`src/rtl/spi_eep_pkg.sv`:
```
// Shared types and constants for the SPI calibration-EEPROM responder.
//   op_e       : frame opcode, cmd[15:14]
//   state_e    : responder FSM states
//   FRAME_BITS : bits in a valid frame
//   *_MSB/*_LSB: field positions inside the 16-bit frame
package spi_eep_pkg;

  typedef enum logic [1:0] {
    OP_RD   = 2'b00,
    OP_WR   = 2'b01,
    OP_NOP2 = 2'b10,
    OP_NOP3 = 2'b11
  } op_e;

  typedef enum logic [1:0] {
    ST_IDLE  = 2'b00,
    ST_SHIFT = 2'b01,
    ST_EXEC  = 2'b10
  } state_e;

  localparam int FRAME_BITS = 16;
  localparam int OP_MSB     = 15;
  localparam int OP_LSB     = 14;
  localparam int ADDR_MSB   = 13;
  localparam int ADDR_LSB   = 8;
  localparam int DATA_MSB   = 7;
  localparam int DATA_LSB   = 0;

endpackage

```
`src/rtl/spi_eep_slv_sync_edge.sv`:
```
// sync_edge: 2-flop synchronizer for an asynchronous pin plus a third flop
// used to detect edges of the synchronized value.
//   clk, rst_n : system clock, async active-low reset
//   d          : asynchronous pin
//   synced     : pin after two flops
//   rise, fall : one-clk pulses on synchronized edges
// RST_VAL is the idle level of the pin so that reset release does not
// fabricate an edge.
module sync_edge #(
  parameter logic RST_VAL = 1'b0
) (
  input  logic clk,
  input  logic rst_n,
  input  logic d,
  output logic synced,
  output logic rise,
  output logic fall
);

  logic meta_q;
  logic sync_q;
  logic prev_q;

  always_ff @(posedge clk or negedge rst_n) begin
    if (!rst_n) begin
      meta_q <= RST_VAL;
      sync_q <= RST_VAL;
      prev_q <= RST_VAL;
    end else begin
      meta_q <= d;
      sync_q <= meta_q;
      prev_q <= sync_q;
    end
  end

  assign synced = sync_q;
  assign rise   = sync_q & ~prev_q;
  assign fall   = ~sync_q & prev_q;

endmodule

```
`src/rtl/spi_eep_slv.sv`:
```
// spi_eep_slv: SPI responder modelling a 64x8 calibration EEPROM.
// The SPI pins are oversampled on clk; 16-bit frames {op, addr, wdata} are
// decoded when SS_n rises. READ data is returned in the low byte of the
// following frame on MISO.
//   clk, rst_n     : system clock, async active-low reset
//   SS_n,SCLK,MOSI : asynchronous SPI inputs (mode 0, MSB first)
//   MISO           : serial data out
//   frm_rdy        : one-clk pulse when a valid frame executes
//   frm_cmd        : last valid frame, held until the next
//   frm_err        : one-clk pulse when a frame ends with bit count != 16
//   wp_n           : write protect, active low (only with SPI_EEP_WP_EN)
// Build option: define SPI_EEP_WP_EN to add the wp_n port.
module spi_eep_slv
  import spi_eep_pkg::*;
#(
  parameter int         DEPTH    = 64,
  parameter logic [7:0] INIT_VAL = 8'h00
) (
  input  logic        clk,
  input  logic        rst_n,
  input  logic        SS_n,
  input  logic        SCLK,
  input  logic        MOSI,
`ifdef SPI_EEP_WP_EN
  input  logic        wp_n,
`endif
  output logic        MISO,
  output logic        frm_rdy,
  output logic [15:0] frm_cmd,
  output logic        frm_err
);

  state_e      state, state_nxt;
  logic        ss_sync, ss_rise, ss_fall;
  logic        sclk_sync_unused, sclk_rise, sclk_fall;
  logic        mosi_meta, mosi_sync;
  logic        wp_ok;
  logic        ld_tx, err_det, err_p0, fall_pend;
  logic [4:0]  bit_cnt;
  logic [15:0] rx_shft, tx_shft;
  logic [7:0]  rd_buf;
  logic [7:0]  mem [0:DEPTH-1];
  logic [5:0]  cmd_addr;
  logic [7:0]  cmd_wdata;
  op_e         cmd_op;
  logic        addr_ok;

  // ---- pin synchronization ----
  sync_edge #(.RST_VAL(1'b1)) u_ss (
    .clk(clk), .rst_n(rst_n), .d(SS_n),
    .synced(ss_sync), .rise(ss_rise), .fall(ss_fall)
  );

  sync_edge #(.RST_VAL(1'b0)) u_sclk (
    .clk(clk), .rst_n(rst_n), .d(SCLK),
    .synced(sclk_sync_unused), .rise(sclk_rise), .fall(sclk_fall)
  );

  always_ff @(posedge clk or negedge rst_n) begin
    if (!rst_n) begin
      mosi_meta <= 1'b0;
      mosi_sync <= 1'b0;
    end else begin
      mosi_meta <= MOSI;
      mosi_sync <= mosi_meta;
    end
  end

`ifdef SPI_EEP_WP_EN
  logic wp_meta, wp_sync;
  always_ff @(posedge clk or negedge rst_n) begin
    if (!rst_n) begin
      wp_meta <= 1'b1;
      wp_sync <= 1'b1;
    end else begin
      wp_meta <= wp_n;
      wp_sync <= wp_meta;
    end
  end
  assign wp_ok = wp_sync;
`else
  assign wp_ok = 1'b1;
`endif

  assign cmd_op    = op_e'(rx_shft[OP_MSB:OP_LSB]);
  assign cmd_addr  = rx_shft[ADDR_MSB:ADDR_LSB];
  assign cmd_wdata = rx_shft[DATA_MSB:DATA_LSB];
  assign addr_ok   = (int'(cmd_addr) < DEPTH);

  // MISO is driven only while a frame is being shifted
  assign MISO = (state == ST_SHIFT) & tx_shft[15];

  // ---- frame FSM ----
  always_ff @(posedge clk or negedge rst_n) begin
    if (!rst_n) state <= ST_IDLE;
    else        state <= state_nxt;
  end

  always_comb begin
    state_nxt = state;
    ld_tx     = 1'b0;
    err_det   = 1'b0;
    case (state)
      ST_IDLE: begin
        // fall_pend covers an SS_n fall that landed during EXEC
        if (ss_fall || (fall_pend && !ss_sync)) begin
          ld_tx     = 1'b1;
          state_nxt = ST_SHIFT;
        end
      end
      ST_SHIFT: begin
        if (ss_rise) begin
          if (bit_cnt == 5'(FRAME_BITS)) begin
            state_nxt = ST_EXEC;
          end else begin
            err_det   = 1'b1;
            state_nxt = ST_IDLE;
          end
        end
      end
      ST_EXEC:  state_nxt = ST_IDLE;
      default:  state_nxt = ST_IDLE;
    endcase
  end

  // ---- shift registers, execution and outputs ----
  always_ff @(posedge clk or negedge rst_n) begin
    if (!rst_n) begin
      bit_cnt   <= '0;
      rx_shft   <= '0;
      tx_shft   <= '0;
      rd_buf    <= INIT_VAL;
      frm_rdy   <= 1'b0;
      frm_err   <= 1'b0;
      err_p0    <= 1'b0;
      frm_cmd   <= '0;
      fall_pend <= 1'b0;
      for (int i = 0; i < DEPTH; i++) mem[i] <= INIT_VAL;
    end else begin
      frm_rdy   <= 1'b0;
      // error pulse is delayed one cycle to line up with frm_rdy timing
      err_p0    <= err_det;
      frm_err   <= err_p0;
      fall_pend <= (state == ST_EXEC) && ss_fall;

      if (ld_tx) begin
        tx_shft <= {8'h00, rd_buf};
        bit_cnt <= '0;
      end else if (state == ST_SHIFT) begin
        if (sclk_rise) begin
          rx_shft <= {rx_shft[14:0], mosi_sync};
          if (bit_cnt != 5'd31) bit_cnt <= bit_cnt + 5'd1;
        end
        if (sclk_fall) tx_shft <= {tx_shft[14:0], 1'b0};
      end

      if (state == ST_EXEC) begin
        frm_rdy <= 1'b1;
        frm_cmd <= rx_shft;
        case (cmd_op)
          OP_RD:   rd_buf <= addr_ok ? mem[cmd_addr] : 8'hFF;
          OP_WR:   if (addr_ok && wp_ok) mem[cmd_addr] <= cmd_wdata;
          default: ;
        endcase
      end
    end
  end

endmodule

```
`config.mk`:
```
export PLATFORM = sky130hd
export DESIGN_NAME = spi_eep_slv
export DESIGN_NICKNAME = d
export VERILOG_FILES = /design/src/rtl/spi_eep_pkg.sv /design/src/rtl/spi_eep_slv_sync_edge.sv /design/src/rtl/spi_eep_slv.sv
export SDC_FILE = /design/constraint.sdc
export NUM_CORES = 1
export LEC_CHECK = 0
export BUFFER_PORTS_ARGS = -buffer_cell sky130_fd_sc_hd__buf_4
export CORE_MARGIN = 8
export CORE_UTILIZATION = 41
export DETAILED_ROUTE_END_ITERATION = 10
export GPL_TIMING_DRIVEN = 0
export PLACE_DENSITY = 0.69
export REMOVE_ABC_BUFFERS = 1
export SLEW_MARGIN = 20
export SYNTH_ARGS = -nofsm -noshare
export SYNTH_HDL_FRONTEND = slang
export SYNTH_HIERARCHICAL = 1
export SYNTH_SLANG_ARGS = --single-unit
```
`constraint.sdc`:
```
create_clock -name clk -period 2.1 [get_ports clk]
set_input_delay 0.21 -clock clk [delete_from_list [all_inputs] [get_ports clk]]
set_output_delay 0.21 -clock clk [all_outputs]
set_load 0.005 [all_outputs]
```
==> results of run 1 <==
## synth_stat cells (9+ instances only)
cell	n
a21oi_1	25
a22oi_1	26
o21ai_0	28
mux2i_1	68
mux4_2	73
mux2_1	9
buf_1	21
clkbuf_1	89
buf_2	17
dfrtp_1	584
a221oi_1	44
nor2b_1	10
nand2_2	32
nand3_1	10
mux2_2	529
nor2_1	41
o22ai_1	11
nand2_1	119
nor2_2	27
## power breakdown
| group | internal, mW | switching [mW] |
|---|---|---|
| registers | 11.4 | 1.47 |
| clock network | 6.72 | 4.50 |
| logic | 0.918 | 1.04 |
| total | 19.1 | 7.02 |
## worst reg2reg max path, cell delays in order, from the launching register on
cell       delay [ns]
dfrtp_4          0.54
bufbuf_16        0.38
mux2_2           0.36
a221oi_1         0.23
o22ai_1          0.12
nand2_1          0.20
o2111ai_2        0.17
o32a_1           0.30
## per-layer routing
metal | up-vias | part of all wire | track usage
met3 | 206 | 0.076 | 0.04266
met5 | - | 0.00017 | 0
li1 | 7100 | - | -
met1 | 9119 | 0.41 | 0.2629
met2 | 670 | 0.47 | 0.3125
met4 | 2 | 0.042 | 0.08527
## state kept, by name, indices dropped and copies added, names as in the netlist, 2 cells and up
signal and flops:
rx_shft 16, mem 512, tx_shft 16, state 2
frm_cmd 16, rd_buf 8, bit_cnt 5
## path summary, 6_finish.rpt
check	startpoint	end	cells after the start
min in group clk	SCLK	u_sclk/meta_q	2
min reg2reg	u_sclk/meta_q	u_sclk/synced	0
max in group asynchronous	rst_n	mem[466]	5
min	rst_n	rx_shft[6]	2
max	rx_shft[8]	rd_buf[0]	7
max reg2reg	rx_shft[8]	rd_buf[0]	7
## cell type report
cell class | instances | area [um2]
Fill cell | 4934 | 30130
Sequential cell | 587 | 14750
Multi-Input combinational cell | 1142 | 13210
Timing Repair Buffer | 183 | 2676
Clock buffer | 93 | 1837
Tap cell | 855 | 1070
Clock inverter | 17 | 247.7
Inverter | 8 | 80.08
## kinds of logic (layout without fill, tap and decap cells)
kind of cell / after synthesis / after routing / share of synthesized area
adder cells (fa/ha/maj): 3 / 3 / 0.001426
AO/OA/AOI/OAI: 174 / 174 / 0.04709
flip-flops: 587 / 587 / 0.5580
multiplexers: 679 / 679 / 0.3184
AND/OR/NAND/NOR: 282 / 284 / 0.05237
XOR/XNOR: 2 / 2 / 0.0006654
buffers and inverters: 142 / 301 / 0.02205
## repair_timing
action,in CTS,in global routing
hold endpoints to repair,329,0
gates cloned,14,2
resized for setup,304,217
pin swaps,36,55
setup endpoints to repair,527,526
setup buffers,67,53
hold buffers,4,0
==> flow_summary.ini, run 1 <==
[setup_path]
cp.required_ns = 2.61
crit_slowest_cell = dfrtp_4
cp_max_fo = 11
worstPathArrival_ns = 2.92
critPathKind = reg2reg
cpLargestDelayFamily = compound AO/OA/AOI/OAI gates
cp-end-kind = register
critical_path.cell_chain = bufbuf_16, mux2_2, a221oi_1, o22ai_1, nand2_1, o2111ai_2, o32a_1
r2r_setup_slack_ns = -0.32
cp_num_buf_inv = 1
start_kind = register
max_stage_delay_ns = 0.54

[global_routing]
grt.overflow.total = 0
grt_pass1_wl_um = 112900
grt_max_degree = 107
grt_pass1_vias = 17940
track_usage = 0.1980
antenna_found_initial = 1

[floorplanning]
core_area_um2 = 64000
die_h_um = 269.4
num_rows = 93
start_util = 0.4114
die-area_um2 = 72580
ios = 24
die_w_um = 269.4

[placed_design]
pre_cts_ws_ns = -2.015
dp_hpwl_um = 41130
place_inst = 2638
place_area_um2 = 27610
io_buffer_count = 23
place.gp.congestion = 0.8334

[routing]
wl_per_cell_um = 26.36
drtIter0Drc = 1560
dr.pass1.iters = 5
drc = 0
wirelength_um = 76040
vias = 17100
ant_nets = 0
via_per_inst = 5.926

[clock_network]
cts.sinks = 587
clk_pin_slew_ns = 0.06
clockBufferDepth = 3
clk_latency_ns = 0.62
root_buffer = clkbuf_16
tritoncts = yes
htree_levels = 2
numCtsBuffers = 60

[timing]
rsz0062_at_grt = yes
relSlewSlack = 0.3924
final-setup-viol-count = 514
drv_slew = 0
holdWs_ns = 0.04869
period_minus_slack_ns = 2.416
max_freq_mhz = 413.9
setup_slack_ns = -0.3160
clock_skew_ns = 0.01656
finalHoldViolations = 0
worst_pin_slew_ns = 0.9114
setup_tns_ns = -59.52
timing.final.crit_share = 1.150

[logic_synthesis]
synth_top_area_frac = 0.5550
synthTopCellsByArea = dfrtp_1 (56%), mux2_2 (23%), mux4_2 (6.2%)
ys_async_sr_fraction = 1.000
ys_seq_area_frac = 0.5580
syn_inst = 1869
synth_edf_count = 0
ys_ff_latch = 587
synth_warnings = 6
synth_top_area_cell = dfrtp_1
ys.flop_type = dfrtp_1
ys_types = 60
syn-mean-instance-area_um2 = 14.09
synthesis.area_um2 = 26330

[power_and_ir_drop]
p_per_area_nw_per_um2 = 770.1
vdd.ir_drop.worst_v = 0.0008816
p_total_mw = 26.08
p_leak_nw = 15.31

[status]
violations = setup timing
status = complete, but fails checks

[final_layout]
post_layout_nonfiller_instances = 2885
drive_gt1_frac = 0.5286
final_common_cell = dfrtp_1
post-route-util = 0.5292
postLayoutCellArea_um2 = 33870
finalNetCount = 1990
most-common-layout-cells = dfrtp_1 (568), mux2_2 (322), mux2_4 (216), nand2_1 (104), buf_4 (83)
antennaDiodeCount = 0
syn_to_final_growth_pct = 28.62

[job]
cap_violations = 0

[min_path]
hold_path_class = in2async
Power figures use the tool's default switching activity.
==> run 2: changes to the inputs <==
--- a/config.mk
+++ b/config.mk
@@ -11,9 +11,11 @@
 export DETAILED_ROUTE_END_ITERATION = 10
 export GPL_TIMING_DRIVEN = 0
 export PLACE_DENSITY = 0.69
+export RECOVER_POWER = 100
 export REMOVE_ABC_BUFFERS = 1
 export SLEW_MARGIN = 20
 export SYNTH_ARGS = -nofsm -noshare
 export SYNTH_HDL_FRONTEND = slang
 export SYNTH_HIERARCHICAL = 1
 export SYNTH_SLANG_ARGS = --single-unit
+export TNS_END_PERCENT = 10
==> flow_summary.ini, run 2 (synthesized netlist as in run 1, its figures left out) <==
[routing]
via_per_inst = 5.876
drtIter0Drc = 1422
ant_nets = 0
drc = 0
vias = 16760
wirelength_um = 72510
dr.pass1.iters = 7
wl_per_cell_um = 25.42

[global_routing]
grt_max_degree = 107
grt_pass1_vias = 17650
grt_pass1_wl_um = 110700
antenna_found_initial = 0
track_usage = 0.1944
grt.overflow.total = 0

[placed_design]
place_inst = 2638
io_buffer_count = 23
dp_hpwl_um = 41130
place.gp.congestion = 0.8334

[power_and_ir_drop]
p_int_mw = 19.01
p_comb_frac = 0.072
pwr-share-clk = 0.432
p_leak_nw = 15.33
power_switching_mw = 6.878
swShare = 0.2657
pwr-share-seq = 0.496
vdd.ir_drop.worst_v = 0.0008355
p_per_area_nw_per_um2 = 794.1

[timing]
period_minus_slack_ns = 2.404
final-setup-viol-count = 519
clock_skew_ns = 0.01489
drv_slew = 0
worst_pin_slew_ns = 1.468
timing.final.crit_share = 1.145
max_freq_mhz = 415.9
relSlewSlack = 0.02156
finalHoldViolations = 0
rsz0062_at_grt = yes
setup_slack_ns = -0.3043

[setup_path]
cp.required_ns = 2.60
cp_max_fo = 7
worstPathArrival_ns = 2.91
cp-end-kind = register
start_kind = register
critPathKind = reg2reg

[final_layout]
drive_gt1_frac = 0.5108
final_common_cell = dfrtp_1
finalNetCount = 1957
fillers = 5143
post-route-util = 0.5094
largest_register_ffs = 512
post_layout_nonfiller_instances = 2852
largest-register = mem
most-common-layout-cells = dfrtp_1 (568), mux2_2 (397), mux2_4 (135), nand2_1 (104), mux4_2 (73)
syn_to_final_growth_pct = 23.82
antennaDiodeCount = 0

[floorplanning]
die_w_um = 269.4
num_rows = 93
die_h_um = 269.4
start_util = 0.4114
core_area_um2 = 64000
die-area_um2 = 72580
ios = 24

[clock_network]
clockBufferDepth = 3
clk_pin_slew_ns = 0.06
numCtsBuffers = 60
htree_levels = 2
cts.sinks = 587
tritoncts = yes
clk_latency_ns = 0.62
root_buffer = clkbuf_16

[min_path]
hold_path_class = in2async

[status]
violations = setup timing
status = complete, but fails checks

[job]
cap_violations = 0
[run 2: worst paths after layout]
check                      slack, ns          start            end  depth (start not counted)
max                            -0.30     rx_shft[8]      rd_buf[0]                          7
min                             0.04          rst_n     rx_shft[6]                          2
max reg2reg                    -0.30     rx_shft[8]      rd_buf[0]                          7
min reg2reg                     0.35  u_sclk/meta_q  u_sclk/synced                          0
max in group asynchronous       0.13          rst_n       mem[466]                          5
min in group clk                0.26           SS_n    u_ss/meta_q                          2
[run 2: critical path, cell delays in order, from the launching register on]
cell       delay (ns)
dfrtp_4          0.53
buf_16           0.18
buf_16           0.15
mux4_2           0.50
and3_4           0.20
a31oi_4          0.23
o2111ai_2        0.16
o32a_1           0.30
[run 2: layout make-up]
class,instances,area (um2),share of cell area
Timing Repair Buffer,151,2086,0.06398
Inverter,8,77.57,0.002379
Clock buffer,93,1837,0.05634
Multi-Input combinational cell,1141,12540,0.3846
Sequential cell,587,14750,0.4523
Tap cell,855,1070,0.03281
Clock inverter,17,247.7,0.007599
[run 2: per-stage QoR]
| stage | setup TNS, ns | total power, mW | setup WS, ns | hold slack (ns) | instance area [um2] |
|---|---|---|---|---|---|
| floorplan | -2135.87 | 12.95 | -4.718 | -0.08559 | 25780 |
| global placement | -7223.39 | 14.14 | -9.334 | 0.3198 | 27020 |
| detailed placement | -954.74 | 14.33 | -2.015 | 0.09134 | 27610 |
| CTS | -82.28 | 25.94 | -0.2781 | 0.03210 | 31660 |
| global route | -103.94 | 26.68 | -0.3539 | 0.05426 | 32600 |
| finish | -62.35 | 25.89 | -0.3043 | 0.03616 | 32600 |
[run 2: repair_timing]
item	in CTS	in global routing
endpoints found under the hold margin	329	0
gates cloned	13	0
setup buffers	52	36
setup endpoints to repair	527	529
resized for setup	215	158
pin swaps	28	36
hold buffers	4	0
[run 2: layer usage]
layer,wire length [um],global-route usage,up-vias
met1,30830,0.2602,9001
li1,-,-,7023
met5,0,0,-
met4,2556,0.08201,0
met2,34410,0.3072,575
met3,4708,0.03956,160
[run 2: power groups by stage]
stage	registers [mW]	clock network (mW)	logic, mW
5_1_grt	12.9	11.8	1.98
6_report	12.8	11.2	1.87
3_3_place_gp	13.2	0	0.978
4_1_cts	12.8	11.4	1.80
2_1_floorplan	12.4	0	0.566
3_5_place_dp	13.0	0	1.32
==> run 3: changes to the inputs <==
--- a/config.mk
+++ b/config.mk
@@ -10,7 +10,7 @@
 export CORE_UTILIZATION = 41
 export DETAILED_ROUTE_END_ITERATION = 10
 export GPL_TIMING_DRIVEN = 0
-export PLACE_DENSITY = 0.69
+export PLACE_DENSITY = 0.59
 export RECOVER_POWER = 100
 export REMOVE_ABC_BUFFERS = 1
 export SLEW_MARGIN = 20
==> flow_summary.ini, run 3 (synthesized netlist as in run 1, its figures left out) <==
[clock_network]
cts.sinks = 587
clk_pin_slew_ns = 0.06
htree_levels = 2
clk_latency_ns = 0.62
numCtsBuffers = 61
clockBufferDepth = 3
root_buffer = clkbuf_16
tritoncts = yes

[placed_design]
io_buffer_count = 23
pre_cts_ws_ns = -2.341
place.gp.congestion = 0.8094
place_area_um2 = 27720
dp_hpwl_um = 42790

[timing]
clock_skew_ns = 0.02027
finalHoldViolations = 0
period_minus_slack_ns = 2.451
setup_tns_ns = -86.83
worst_pin_slew_ns = 1.259
drv_slew = 0
timing.final.crit_share = 1.167
rsz0062_at_grt = yes
final-setup-viol-count = 615
setup_slack_ns = -0.3505
relSlewSlack = 0.1605
max_freq_mhz = 408.1

[power_and_ir_drop]
vdd.ir_drop.worst_v = 0.0007054
p_per_area_nw_per_um2 = 785.4
p_int_mw = 18.62
p_leak_nw = 15.49
power_switching_mw = 7.088
pwr-share-clk = 0.414
swShare = 0.2757
p_comb_frac = 0.121
pwr-share-seq = 0.465
p_total_mw = 25.71

[final_layout]
largest-register = mem
finalNetCount = 1962
largest_register_ffs = 512
postLayoutCellArea_um2 = 32730
syn_to_final_growth_pct = 24.31
drive_gt1_frac = 0.5055
final_common_cell = dfrtp_1
most-common-layout-cells = dfrtp_1 (568), mux2_2 (361), mux2_4 (170), nand2_1 (104), mux4_2 (73)
post-route-util = 0.5114
antennaDiodeCount = 0

[job]
cap_violations = 0

[routing]
wirelength_um = 76380
drtIter0Drc = 1272
dr.pass1.iters = 7
ant_nets = 0
wl_per_cell_um = 26.70
vias = 16610
via_per_inst = 5.807
drc = 0

[global_routing]
grt_pass1_vias = 17360
antenna_found_initial = 1
grt_pass1_wl_um = 115000
track_usage = 0.2045
grt_max_degree = 104
grt.overflow.total = 0

[floorplanning]
num_rows = 93
core_area_um2 = 64000
die-area_um2 = 72580
start_util = 0.4114
ios = 24
die_w_um = 269.4
die_h_um = 269.4

[setup_path]
crit_slowest_cell = dfrtp_2
max_stage_delay_ns = 0.73
critical_path.cell_chain = nand3b_1, a221oi_1, o21ai_0, nand4_1, o22a_1
cpLargestDelayFamily = compound AO/OA/AOI/OAI gates
critPathKind = reg2reg
worstPathArrival_ns = 3.00
cp_max_fo = 18
cp.required_ns = 2.65
cp-end-kind = register
cp_num_buf_inv = 0
start_kind = register

[status]
violations = setup timing
status = complete, but fails checks

[min_path]
hold_path_class = in2reg
[run 3: changes by cell type in the layout (fill, tap and decap cells not counted), sizes merged]
cell / delta
bufinv: -6
buf: -16
clkinv: +5
clkdlybuf4s25: +2
clkbuf: +24
[run 3: layer usage]
metal	up-vias	routed length, um	global-route usage
met3	145	3421	0.02965
met4	2	2526	0.06898
met5	-	20	0
li1	7057	-	-
met2	398	36020	0.3268
met1	9011	34400	0.2851
[run 3: power by group through the flow]
| stage | sequential (mW) | combinational (mW) | clock, mW |
|---|---|---|---|
| 6_report | 11.9 | 3.12 | 10.6 |
| 5_1_grt | 12.0 | 3.31 | 11.3 |
| 4_1_cts | 11.9 | 3.08 | 10.8 |
| 3_5_place_dp | 12.2 | 2.55 | 0 |
| 3_3_place_gp | 13.3 | 1.00 | 0 |
| 2_1_floorplan | 12.4 | 0.566 | 0 |
[run 3: cell type report]
cell class | count | area (um2)
inverters | 8 | 58.81
flip-flops and latches | 587 | 14740
well taps | 855 | 1070
multi-input cells | 1141 | 12560
fillers | 5339 | 31270
repair buffers | 155 | 2316
clock inverters | 16 | 86.33
clock buffers | 99 | 1892
[run 3: worst reg2reg max path: cells and delay by family (launching register included)]
kind               cells  cell delay [ns]
AOI/OAI and AO/OA      3             0.93
DFF                    1             0.73
and+or+nand+nor        2             0.74
[run 3: final timing paths]
path                        startpoint           to  slack (ns)  cells past startpoint
hold reg to reg              mosi_meta    mosi_sync        0.35                      0
setup / recovery           rx_shft[13]    rd_buf[2]       -0.35                      5
setup reg to reg           rx_shft[13]    rd_buf[2]       -0.35                      5
hold / removal                    SS_n  u_ss/meta_q        0.26                      2
max in group asynchronous        rst_n     mem[246]       -0.08                      9
min in group asynchronous        rst_n   rx_shft[0]        0.80                      6
[run 3: repair_timing]
| item | 4_1_cts | 5_1_grt |
|---|---|---|
| cloned | 10 | 3 |
| gates resized for setup | 225 | 159 |
| setup buffers | 84 | 0 |
| hold buffers | 8 | 0 |
| endpoints found under the hold margin | 129 | 0 |
| pin swaps | 50 | 32 |
| setup endpoints to repair | 527 | 628 |
[run 3: stage by stage]
| stage | cells | hold slack [ns] |
|---|---|---|
| finish | 2861 | 0.2596 |
| detailed placement | 2641 | 0.1627 |
| CTS | 2858 | 0.2191 |
| global route | 2861 | 0.2508 |
| floorplan | 1735 | -0.08559 |
| global placement | 2613 | 0.3205 |
